## src/rtl/overdrive_pkg.sv

```systemverilog
// Shared types and constants for the overdrive threshold controller.
// Holds the FSM state encoding and default ramp parameters.
package overdrive_pkg;

    typedef enum logic {
        ST_IDLE = 1'b0,
        ST_RAMP = 1'b1
    } od_state_e;

    localparam int THR_MIN       = 1;
    localparam int STEP_DEF      = 4;
    localparam int THR_RESET_DEF = 100;

endpackage

```

## src/rtl/overdrive_ctrl.sv

```systemverilog
// Overdrive threshold controller: accepts threshold/bypass requests
// and slews the clipper threshold toward the target once per frame.
module overdrive_ctrl
    import overdrive_pkg::*;
#(
    parameter int DATA_WIDTH = 24,
    parameter int STEP       = STEP_DEF,
    parameter int THR_RESET  = THR_RESET_DEF
) (
    input  logic                  clk,
    input  logic                  rst_n,
    input  logic                  sample_tick,
    input  logic                  cfg_valid,
    output logic                  cfg_ready,
    input  logic [DATA_WIDTH-1:0] cfg_threshold,
    input  logic                  cfg_bypass,
    output logic [DATA_WIDTH-1:0] threshold_out,
    output logic                  bypass_out,
    output logic                  busy
);

    localparam logic [DATA_WIDTH-1:0] LP_THR_RST = DATA_WIDTH'(THR_RESET);
    localparam logic [DATA_WIDTH-1:0] LP_THR_MIN = DATA_WIDTH'(THR_MIN);
    localparam logic [DATA_WIDTH-1:0] LP_STEP    = DATA_WIDTH'(STEP);
    localparam logic [DATA_WIDTH:0]   LP_STEP_X  = (DATA_WIDTH+1)'(STEP);

    od_state_e             r_state;
    logic [DATA_WIDTH-1:0] r_target;
    logic [DATA_WIDTH-1:0] r_thr;
    logic                  r_byp;
    logic                  r_byp_req;
    logic                  r_byp_pend;

    logic                  w_accept;
    logic [DATA_WIDTH-1:0] w_clamp;
    logic [DATA_WIDTH:0]   w_diff;
    logic [DATA_WIDTH:0]   w_mag;
    logic                  w_near;

    assign cfg_ready     = (r_state == ST_IDLE);
    assign threshold_out = r_thr;
    assign bypass_out    = r_byp;
    assign busy          = (r_state == ST_RAMP) | r_byp_pend;

    assign w_accept = cfg_valid & cfg_ready;

    // Requests below the minimum clamp to 1; the signed maximum is
    // already the natural upper bound of the field.
    always_comb begin
        w_clamp = cfg_threshold;
        if ($signed(cfg_threshold) < $signed(LP_THR_MIN)) begin
            w_clamp = LP_THR_MIN;
        end
    end

    // Signed distance to target, one bit wider so it cannot overflow.
    always_comb begin
        w_diff = {r_target[DATA_WIDTH-1], r_target}
               - {r_thr[DATA_WIDTH-1], r_thr};
        w_mag  = w_diff[DATA_WIDTH] ? (~w_diff + 1'b1) : w_diff;
        w_near = (w_mag <= LP_STEP_X);
    end

    // Request acceptance, per-tick ramp stepping and bypass update.
    always_ff @(posedge clk or negedge rst_n) begin
        if (!rst_n) begin
            r_state    <= ST_IDLE;
            r_target   <= LP_THR_RST;
            r_thr      <= LP_THR_RST;
            r_byp      <= 1'b0;
            r_byp_req  <= 1'b0;
            r_byp_pend <= 1'b0;
        end else if (w_accept) begin
            r_target   <= w_clamp;
            r_byp_req  <= cfg_bypass;
            r_byp_pend <= (cfg_bypass != r_byp);
            r_state    <= (w_clamp != r_thr) ? ST_RAMP : ST_IDLE;
        end else if (sample_tick) begin
            if (r_byp_pend) begin
                r_byp      <= r_byp_req;
                r_byp_pend <= 1'b0;
            end
            if (r_state == ST_RAMP) begin
                if (w_near) begin
                    r_thr   <= r_target;
                    r_state <= ST_IDLE;
                end else if (w_diff[DATA_WIDTH]) begin
                    r_thr <= r_thr - LP_STEP;
                end else begin
                    r_thr <= r_thr + LP_STEP;
                end
            end
        end
    end

endmodule

```

## config.mk

```make
export PLATFORM = sky130hd
export DESIGN_NAME = overdrive_ctrl
export DESIGN_NICKNAME = d
export VERILOG_FILES = /design/src/rtl/overdrive_pkg.sv /design/src/rtl/overdrive_ctrl.sv
export SDC_FILE = /design/constraint.sdc
export NUM_CORES = 1
export LEC_CHECK = 0
export BUFFER_PORTS_ARGS = -buffer_cell sky130_fd_sc_hd__buf_2
export CORE_ASPECT_RATIO = 2
export CORE_MARGIN = 4
export CORE_UTILIZATION = 50
export DETAILED_ROUTE_END_ITERATION = 6
export PLACE_DENSITY = 0.73
export SKIP_LAST_GASP = 1
export SLEW_MARGIN = 20
export SYNTH_ARGS = -nofsm -noshare
export SYNTH_HDL_FRONTEND = slang
export SYNTH_SLANG_ARGS = --single-unit
```

## constraint.sdc

```tcl
create_clock -name clk -period 5.2 [get_ports clk]
set_input_delay 0.78 -clock clk [delete_from_list [all_inputs] [get_ports clk]]
set_output_delay 0.78 -clock clk [all_outputs]
set_load 0.05 [all_outputs]
```

==> run metrics, run 1 <==
CTS buffer count=5; Mapped Avg Cell Area=7.86 um^2; CP Class=reg2reg; GR Util met1=30.0%; Register-to-Register Path Depth=24; Post-synth EDFFs=0; I/O Buffers=55; initial antenna violation count=0; Synth Cell Area=5990 um^2; Fmax achieved=201 MHz; global placement routability congestion=0.940; root buffer cell=clkbuf_16; # hold bufs at CTS=0; start point of the worst hold path=r_byp_req$_DFFE_PN0P_; Core Rows=56; Final HPWL DP=15,800 um; DRT iter0 DRCs=390; GRT overflow=0; post-DR wirelength/cell=19.9 um; fill count=1,093; status=finished, final reports clean; Worst-Skew Late Latency=0.30 ns; Worst Hold Class=reg2reg; RSZ-0062 raised after global routing=yes; Tmin final=4.99 ns; vias in the first global route=6,402; Synth top area share=19.2%; Max Cap Violations=0; DRT antenna net count=0; die span in x=85.4 um; DR vias=6,321; DR vias/cell=6.37; GR Util met3=2.43%; fin cells=993; met2 Usage GRT=53.2%; Syn Nets=840; Final Routed Wirelength=19,800 um; worst setup margin=0.213 ns; Yosys reg bits=52; initial core utilization=50.9%; Worst VDD drop=0.000221 V; nets=924; Yosys cell types=82; Leak=0.00318 uW; Die Y=163 um; slew at the pin closest to its max-slew limit=0.688 ns; core area=11,800 um^2; final hold violations=0; dpl cells=978; DR pass1 iterations=5; GRT Max-Usage Layer=met2; CTS tree=done; R2R Path Start=threshold_out[0]$_DFFE_PN0P_; register area share after synthesis=21.8%; worst hold stages=1; Slew headroom=54.1%; Worst Skew=0.00681 ns; main area contributors after synthesis=dfrtp_1 19%, ha_1 9.6%, nand2_1 5.2%; die footprint=13,900 um^2; asr flop ratio synth=100%; count leader, synth=nand2_1; Syn Inst Count=763; # clock sinks=52; first-pass GRT wire length=32,000 um; Finish-stage setup viols=0; Crit. Startpoint=threshold_out[0]$_DFFE_PN0P_; Crit. End Element=register; pre-CTS worst setup slack=-0.390 ns; Worst Path Required=5.36 ns; CP Launch Type=register; layout cell share with drive strength beyond 1=21.1%; total number of yosys warnings=0; final worst path period share=95.9%; top cells by count, synth=83 x nand2_1, 55 x o21ai_0, 48 x nor2_1; Slew Viols, Final=0; clock buffer depth=2; n_diodes=0; clock-pin transition on the worst setup and hold timing paths=0.07 ns; crit path DAT=5.15 ns; Synth Flop Type=dfrtp_1; GR Util All Layers=28.8%; power per cell area=185 nW/um^2; Layout area overhead=16.9%; post-synth top area cell=dfrtp_1; largest net degree at the start of global routing=53; Setup TNS Final=0 ns; DRC=0; Top Ports=56; CTS HTree Levels=2; Max FO, Critical Path=5
per-layer routing:
| metal | part of all wire [%] | vias to the layer above | routed length [um] |
|---|---|---|---|
| li1 | - | 2987 | - |
| met1 | 35 | 2999 | 6930 |
| met2 | 53 | 254 | 10600 |
| met3 | 4.1 | 81 | 809 |
| met4 | 7.4 | 0 | 1470 |
| met5 | 0 | - | 0 |
placed cells by master (no fill, tap or decap), drive strengths merged, types with 4 or more instances in the layout:
cell type / count
buf: 108
nand2: 83
o21ai: 76
nor2: 48
a21oi: 46
ha: 46
dfrtp: 46
inv: 36
nand2b: 29
xnor2: 28
mux2i: 24
a21o: 21
xor2: 19
nor3: 17
nor4: 14
o21a: 12
nand3: 11
nand4: 10
or2: 10
a31oi: 9
a211oi: 9
and2: 8
nor2b: 7
o32ai: 7
nor4b: 7
clkbuf: 7
nand3b: 6
dfstp: 6
mux2: 6
o211ai: 5
or4: 4
o21bai: 4
o22ai: 4
or3: 4
o31ai: 4
and3: 4
where the power goes:
group          switching [uW]  internal (uW)  total, uW
registers                9.58            428        437
logic                     323            188        511
clock network             156            192        349
total                     489            808       1300
cell families after synthesis:
logic type                 after synthesis  synth area share, %
muxes                                   30                 5.13
xor gates and xnor gates                47                 6.99
adders and majority gates               48                 10.3
and+or+nand+nor                        273                 23.8
DFF                                     52                 21.8
buffers and inverters                   67                 4.76
AOI/OAI and AO/OA                      246                 27.2
through the flow:
stage | hold slack [ns] | utilization, % | area, um^2 | power (uW)
detailed placement | 0.493 | 56.7 | 6670 | 935
global placement | 0.482 | 56.7 | 6670 | 925
floorplan | 0.466 | - | 6010 | 768
CTS | 0.504 | 58.3 | 6860 | 1280
finish | 0.512 | 59.5 | 7010 | 1300
global route | 0.533 | 59.5 | 7010 | 1360
sequential cells by signal, indices dropped and copies added (netlist names):
signal / flops
r_byp_pend: 1
r_byp_req: 1
r_target: 24
r_state: 1
threshold_out: 24
bypass_out: 1
path summary, 6_finish.rpt:
check                                           endpoint  slack, ns
setup / recovery           threshold_out[22]$_DFFE_PN0P_       0.21
hold / removal                     r_byp_req$_DFFE_PN0P_       0.51
setup reg to reg           threshold_out[22]$_DFFE_PN0P_       0.21
hold reg to reg                    r_byp_req$_DFFE_PN0P_       0.51
max in group asynchronous   threshold_out[9]$_DFFE_PN0P_       4.09
min in group asynchronous  threshold_out[20]$_DFFE_PN0P_       0.59
critical path: stages (launching register included):
cell and delay (ns):
dfrtp_2 0.43, ha_4 0.17, fa_2 0.34, nand2b_4 0.15, a21boi_2 0.16, a21o_1 0.21
a21boi_2 0.09, o41ai_2 0.27, o21a_1 0.22, inv_4 0.08, fa_1 0.40, a21o_1 0.18
a21oi_2 0.17, o21ai_1 0.10, a2111oi_2 0.43, buf_4 0.19, o311ai_1 0.17, a31oi_1 0.29
o21ai_1 0.12, o21ai_1 0.13, nand2b_1 0.09, a21oi_2 0.17, xnor2_1 0.07, mux2i_1 0.14
mux2i_1 0.09
timing repair:
action,CTS,global route
resized for setup,6,29
hold endpoints to repair,0,0
endpoints found under the setup margin,4,22
pin swaps,3,17
setup buffers,2,5
layout make-up:
class                           instances  area, um^2  share of cell area [%]
Tap cell                              145         181                    2.59
Multi-Input combinational cell        644        4520                    64.6
Clock inverter                          1        7.51                   0.107
Clock buffer                            7         143                    2.04
Inverter                               36         138                    1.96
Sequential cell                        52        1320                    18.9
Timing Repair Buffer                  108         693                    9.89
(Power assumes the default switching activity.)
==> inputs of run 2 (changes only) <==
--- a/config.mk
+++ b/config.mk
@@ -10,7 +10,7 @@
 export CORE_MARGIN = 4
 export CORE_UTILIZATION = 50
 export DETAILED_ROUTE_END_ITERATION = 6
-export PLACE_DENSITY = 0.73
+export PLACE_DENSITY = 0.7
 export SKIP_LAST_GASP = 1
 export SLEW_MARGIN = 20
 export SYNTH_ARGS = -nofsm -noshare
==> constraint.sdc (replaced) <==
create_clock -name clk -period 5.6 [get_ports clk]
set_input_delay 0.84 -clock clk [delete_from_list [all_inputs] [get_ports clk]]
set_output_delay 0.84 -clock clk [all_outputs]
set_load 0.05 [all_outputs]
==> run 2 against run 1 <==
Against the previous run: maximum frequency fell by 5.1%; core utilization fell by 3.2 points; worst setup slack better by 0.13 ns; worst hold slack worse by 0.0063 ns; wire length down 0.76%; final cell count is 3.2% lower; largest cell class unchanged; global-route usage is 0.49 points lower; combinational power fell by 18%; non-clock buffer count down 32; largest power group is now sequential cells.
==> run metrics, run 2 (synthesis gave the netlist of run 1 again) <==
GRT overflow=0 (unchanged); largest net degree at the start of global routing=53 (unchanged); initial antenna violation count=0 (unchanged); nets=892 (was 924); Leak=0.00300 uW (was 0.00318 uW); n_diodes=0 (unchanged); Worst Skew=0.00609 ns (was 0.00681 ns); root buffer cell=clkbuf_16 (unchanged); vias in the first global route=6,240 (was 6,402); Final HPWL DP=15,600 um (was 15,800 um); first-pass GRT wire length=31,100 um (was 32,000 um); Power Total=1150 uW (was 1300 uW); Slew Viols, Final=0 (unchanged); layout cell share with drive strength beyond 1=15.1% (was 21.1%); Final Routed Wirelength=19,600 um (was 19,800 um); Worst VDD drop=0.000192 V (was 0.000221 V); DRT iter0 DRCs=337 (was 390); Final Instance Area=6630 um^2 (was 7010 um^2); Worst Hold Class=reg2reg (unchanged); Max FO, Critical Path=10 (was 5); power per cell area=173 nW/um^2 (was 185 nW/um^2); status=finished, final reports clean (unchanged); final worst path period share=93.8% (was 95.9%); CTS buffer count=5 (unchanged); Layout area overhead=10.6% (was 16.9%); Top Ports=56 (unchanged); Fmax achieved=190 MHz (was 201 MHz); GR Util All Layers=28.3% (was 28.8%); Crit. End Element=register (unchanged); final core utilization=56.3% (was 59.5%); core area=11,800 um^2 (unchanged); Worst-Skew Late Latency=0.30 ns (about the same); CP Launch Type=register (unchanged); Tmin final=5.25 ns (was 4.99 ns); fill count=1,130 (was 1,093); die span in x=85.4 um (unchanged); Die Y=163 um (unchanged); worst hold stages=1 (unchanged); DR vias/cell=6.41 (was 6.37); CTS HTree Levels=2 (unchanged); DRC=0 (unchanged); slew at the pin closest to its max-slew limit=0.800 ns (was 0.688 ns); clock buffer depth=2 (unchanged); post-DR wirelength/cell=20.4 um (was 19.9 um); most frequent cells in the layout=83 x nand2_1, 55 x buf_2, 53 x o21ai_0, 47 x nor2_1, 46 x dfrtp_1 (was 83 x nand2_1, 55 x buf_2, 51 x buf_4, 50 x o21ai_0, 48 x nor2_1); CTS tree=done (unchanged); DR pass1 iterations=5 (unchanged); clock-pin transition on the worst setup and hold timing paths=0.07 ns (about the same); leading cell type in the layout, fill and taps excluded=nand2_1 (unchanged); Worst Path Required=5.83 ns (was 5.36 ns); Register-to-Register Path Depth=23 (was 24); Core Rows=56 (unchanged); # clock sinks=52 (unchanged); Finish-stage setup viols=0 (unchanged); CP Class=reg2reg (unchanged); I/O Buffers=55 (unchanged); Slew headroom=46.3% (was 54.1%); Placement Cell Area=6450 um^2 (was 6670 um^2); die footprint=13,900 um^2 (unchanged); Max Cap Violations=0 (unchanged); DRT antenna net count=0 (unchanged); final hold violations=0 (unchanged); crit path DAT=5.48 ns (was 5.15 ns); global placement routability congestion=0.934 (was 0.940); initial core utilization=50.9% (unchanged); DR vias=6,164 (was 6,321)
[run 2: cell types whose count changed in the layout (fill, tap and decap cells not counted), moves of 4 or more]
| cell | before | now |
|---|---|---|
| a21oi_2 | 5 | 1 |
| dfrtp_1 | 36 | 46 |
| dfrtp_2 | 10 | 0 |
| a21oi_1 | 41 | 45 |
| buf_4 | 51 | 21 |
[run 2: per-stage QoR]
stage	setup TNS, ns	hold WS, ns	instances	worst slack (ns)
6_report	0	0.506	961	0.346
5_1_grt	-0.00262	0.532	961	-0.00262
4_1_cts	0	0.506	960	0.192
3_5_place_dp	0	0.495	952	0.219
3_3_place_gp	0	0.482	952	0.367
2_1_floorplan	0	0.466	763	0.227
[run 2: report_power, final]
part,switching [uW],total (uW),internal (uW),leakage [uW]
combinational,275,418,143,0.00225
sequential,21.1,419,398,0.000681
clock,144,310,166,0.0000679
total,439,1150,707,0.00300
[run 2: routing by layer]
metal / track usage, % / up-vias / wire (um)
met5: 0 / - / 0
met4: 21.8 / 0 / 1670
met3: 2.13 / 78 / 649
met2: 50.2 / 203 / 10100
met1: 30.3 / 2949 / 7200
li1: - / 2934 / -
[run 2: layout make-up]
class | count | area, um^2 | area share, %
clock buffer | 7 | 133 | 2.00
clock inverter | 1 | 5.00 | 0.0755
inverter | 36 | 138 | 2.08
multi-input combinational | 644 | 4430 | 66.9
sequential | 52 | 1310 | 19.7
tap | 145 | 181 | 2.74
timing repair buffer | 76 | 433 | 6.53
[run 2: critical path, stage by stage (launching register included)]
cell and delay (ns):
dfstp_2 0.60, inv_1 0.09, ha_1 0.42, a21oi_1 0.15
o21ai_2 0.24, a21o_1 0.19, a21boi_1 0.10, o41ai_1 0.24
o21a_1 0.25, inv_4 0.10, ha_1 0.28, a21o_1 0.17
a21o_1 0.19, a21oi_1 0.14, o21ai_0 0.14, a21o_1 0.24
a41oi_2 0.30, o211ai_1 0.16, a311o_1 0.29, a21oi_1 0.17
xnor2_1 0.10, or3_1 0.32, a21oi_1 0.17, nand3b_1 0.14
[run 2: what timing repair did]
action                     in CTS  in global routing
gates resized for setup         0                 13
setup buffers                   0                  1
hold buffers                    0                  0
setup endpoints to repair       0                  2
[run 2: worst paths after layout]
kind,from,end,slack [ns]
worst max-delay path,threshold_out[5]$_DFFE_PN1P_,threshold_out[23]$_DFFE_PN0P_,0.35
worst min-delay path,r_byp_req$_DFFE_PN0P_,bypass_out$_DFFE_PN0P_,0.51
worst max register to register,threshold_out[5]$_DFFE_PN1P_,threshold_out[23]$_DFFE_PN0P_,0.35
worst min register to register,r_byp_req$_DFFE_PN0P_,bypass_out$_DFFE_PN0P_,0.51
max in group asynchronous,rst_n,r_target[3]$_DFFE_PN0P_,4.46
min in group asynchronous,rst_n,threshold_out[20]$_DFFE_PN0P_,0.67
==> inputs of run 3 (changes only) <==
--- a/config.mk
+++ b/config.mk
@@ -5,7 +5,7 @@
 export SDC_FILE = /design/constraint.sdc
 export NUM_CORES = 1
 export LEC_CHECK = 0
-export BUFFER_PORTS_ARGS = -buffer_cell sky130_fd_sc_hd__buf_2
+export BUFFER_PORTS_ARGS = -buffer_cell sky130_fd_sc_hd__buf_4
 export CORE_ASPECT_RATIO = 2
 export CORE_MARGIN = 4
 export CORE_UTILIZATION = 50
==> run 3 against run 2 <==
Against the previous run: sequential cell count is the same; final cell count shrank 0.21%; non-clock buffer count shrank 2; total power grew 2.0%; critical path depth shrank 6; global-route usage grew 0.26 points; via count grew 2.2%; wire length grew 1.0%; critical endpoint is now threshold_out[0]$_DFFE_PN0P_.
==> run metrics, run 3 (synthesis gave the netlist of run 1 again) <==
final worst path period share=96.6% (was 93.8%); RR Endpoint=threshold_out[0]$_DFFE_PN0P_ (was threshold_out[23]$_DFFE_PN0P_); largest net degree at the start of global routing=53 (unchanged); initial core utilization=50.9% (unchanged); Placement Cell Area=6580 um^2 (was 6450 um^2); n_diodes=0 (unchanged); crit path DAT=5.59 ns (was 5.48 ns); die footprint=13,900 um^2 (unchanged); Finish-stage setup viols=0 (unchanged); Crit. End Element=register (unchanged); GRT overflow=0 (unchanged); Worst Skew=0.00616 ns (was 0.00609 ns); worst hold slack=0.498 ns (was 0.506 ns); first-pass GRT wire length=31,700 um (was 31,100 um); Top Ports=56 (unchanged); clock-pin transition on the worst setup and hold timing paths=0.07 ns (about the same); R2R setup slack=0.19 ns (was 0.35 ns); root buffer cell=clkbuf_16 (unchanged); global placement routability congestion=0.941 (was 0.934); initial antenna violation count=0 (unchanged); layout cell share with drive strength beyond 1=15.1% (about the same); Slew headroom=34.7% (was 46.3%); R2R Path Start=threshold_out[6]$_DFFE_PN1P_ (was threshold_out[5]$_DFFE_PN1P_); I/O Buffers=55 (unchanged); CTS tree=done (unchanged); Core Rows=56 (unchanged); Worst Hold Class=reg2reg (unchanged); DR pass1 iterations=5 (unchanged); CP max stage cell=dfstp_2 (unchanged); CTS HTree Levels=2 (unchanged); Leak=0.00305 uW (was 0.00300 uW); power per cell area=172 nW/um^2 (was 173 nW/um^2); Max Cap Violations=0 (unchanged); most frequent cells in the layout=83 x nand2_1, 73 x buf_4, 54 x o21ai_0, 48 x nor2_1, 46 x dfrtp_1 (was 83 x nand2_1, 55 x buf_2, 53 x o21ai_0, 47 x nor2_1, 46 x dfrtp_1); final hold violations=0 (unchanged); DR vias=6,299 (was 6,164); Die Y=163 um (unchanged); Worst path max stage delay=0.61 ns (was 0.60 ns); Worst-Skew Late Latency=0.30 ns (about the same); # clock sinks=52 (unchanged); RSZ-0062 raised after global routing=yes; DRT iter0 DRCs=433 (was 337); DRC=0 (unchanged); Tmin final=5.41 ns (was 5.25 ns); Worst Path Required=5.78 ns (was 5.83 ns); Final Routed Wirelength=19,800 um (was 19,600 um); DRT antenna net count=0 (unchanged); Fmax achieved=185 MHz (was 190 MHz); Register-to-Register Path Depth=17 (was 23); critical-path cell list=inv_1, ha_1, buf_4, a21o_1, a211o_1, a32o_1, a211oi_4, xor2_2, nand4b_1, nor4_2, a21oi_1, o21ai_0, nand4_1, nor4b_4, buf_12, and2b_1, mux2_1 (was inv_1, ha_1, a21oi_1, o21ai_2, a21o_1, a21boi_1, o41ai_1, o21a_1, inv_4, ha_1, a21o_1, a21o_1, a21oi_1, o21ai_0, a21o_1, a41oi_2, o211ai_1, a311o_1, a21oi_1, xnor2_1, or3_1, a21oi_1, nand3b_1); slew at the pin closest to its max-slew limit=0.980 ns (was 0.800 ns); Setup crit end=threshold_out[0]$_DFFE_PN0P_ (was threshold_out[23]$_DFFE_PN0P_); Slew Viols, Final=0 (unchanged); Crit. Startpoint=threshold_out[6]$_DFFE_PN1P_ (was threshold_out[5]$_DFFE_PN1P_); Final HPWL DP=15,600 um (about the same); post-DR wirelength/cell=20.7 um (was 20.4 um); start point of the worst hold path=r_target[5]$_DFFE_PN1P_ (was r_byp_req$_DFFE_PN0P_); Worst VDD drop=0.000143 V (was 0.000192 V); clock buffer depth=2 (unchanged); DR vias/cell=6.57 (was 6.41); Max FO, Critical Path=24 (was 10); die span in x=85.4 um (unchanged); CP Launch Type=register (unchanged); core area=11,800 um^2 (unchanged); Layout area overhead=13.2% (was 10.6%); vias in the first global route=6,403 (was 6,240); CP Class=reg2reg (unchanged); status=finished, final reports clean (unchanged); GR Util All Layers=28.6% (was 28.3%); Final Instance Area=6780 um^2 (was 6630 um^2); nets=890 (was 892); leading cell type in the layout, fill and taps excluded=nand2_1 (unchanged); # hold bufs at CTS=0 (unchanged); CTS buffer count=5 (unchanged)
[run 3: cell types whose count changed in the layout (fill, tap and decap cells not counted), sizes merged]
cell    change
clkinv      +1
buf         -2
clkbuf      -1
[run 3: area by class of cell]
type                            instances  area, um^2
Clock buffer                            6         139
Clock inverter                          2        10.0
Fill cell                            1108        4990
Inverter                               36         138
Multi-Input combinational cell        644        4440
Sequential cell                        52        1310
Tap cell                              145         181
Timing Repair Buffer                   74         568
[run 3: critical path, delay by kind of cell, from the launching register on]
| kind | cells | cell delay, ns |
|---|---|---|
| AO/OA/AOI/OAI | 6 | 1.64 |
| AND/OR/NAND/NOR | 5 | 1.57 |
| flip-flops | 1 | 0.61 |
| buffers and inverters | 3 | 0.51 |
| multiplexers | 1 | 0.35 |
| adder cells (fa/ha/maj) | 1 | 0.31 |
| XOR/XNOR | 1 | 0.27 |
[run 3: what timing repair did]
item / CTS / global route
setup endpoints to repair: 0 / 5
setup buffers: 0 / 2
resized for setup: 0 / 11
[run 3: routing by layer]
layer | global-route usage [%] | part of all wire, % | vias up
met3 | 2.33 | 4.0 | 97
met2 | 52.3 | 52 | 264
met4 | 21.5 | 8.4 | 0
met1 | 29.3 | 35 | 3017
li1 | - | - | 2921
met5 | 0 | 0 | -
[run 3: power breakdown]
group / leakage [uW] / internal, uW / switching [uW]
Clock: 0.0000766 / 177 / 145
Sequential: 0.000681 / 398 / 26.1
Combinational: 0.00229 / 155 / 268
[run 3: per-stage QoR]
stage | setup TNS (ns) | util [%] | instances | setup slack (ns) | power, uW
CTS | 0 | 57.2 | 957 | 0.0894 | 1160
global placement | 0 | 55.9 | 949 | 0.355 | 827
detailed placement | 0 | 55.9 | 949 | 0.124 | 842
floorplan | 0 | - | 763 | 0.227 | 713
finish | 0 | 57.6 | 959 | 0.190 | 1170
global route | -0.0465 | 57.6 | 959 | -0.0465 | 1220
[run 3: worst min-delay path by stage]
stage               slack (ns)  depth (start not counted)                      end
floorplan                 0.47                          2  r_target[5]$_DFFE_PN1P_
global placement          0.48                          2  r_target[5]$_DFFE_PN1P_
detailed placement        0.49                          2  r_target[5]$_DFFE_PN1P_
CTS                       0.50                          2  r_target[5]$_DFFE_PN1P_
global route              0.54                          2  r_target[2]$_DFFE_PN1P_
finish                    0.50                          2  r_target[5]$_DFFE_PN1P_
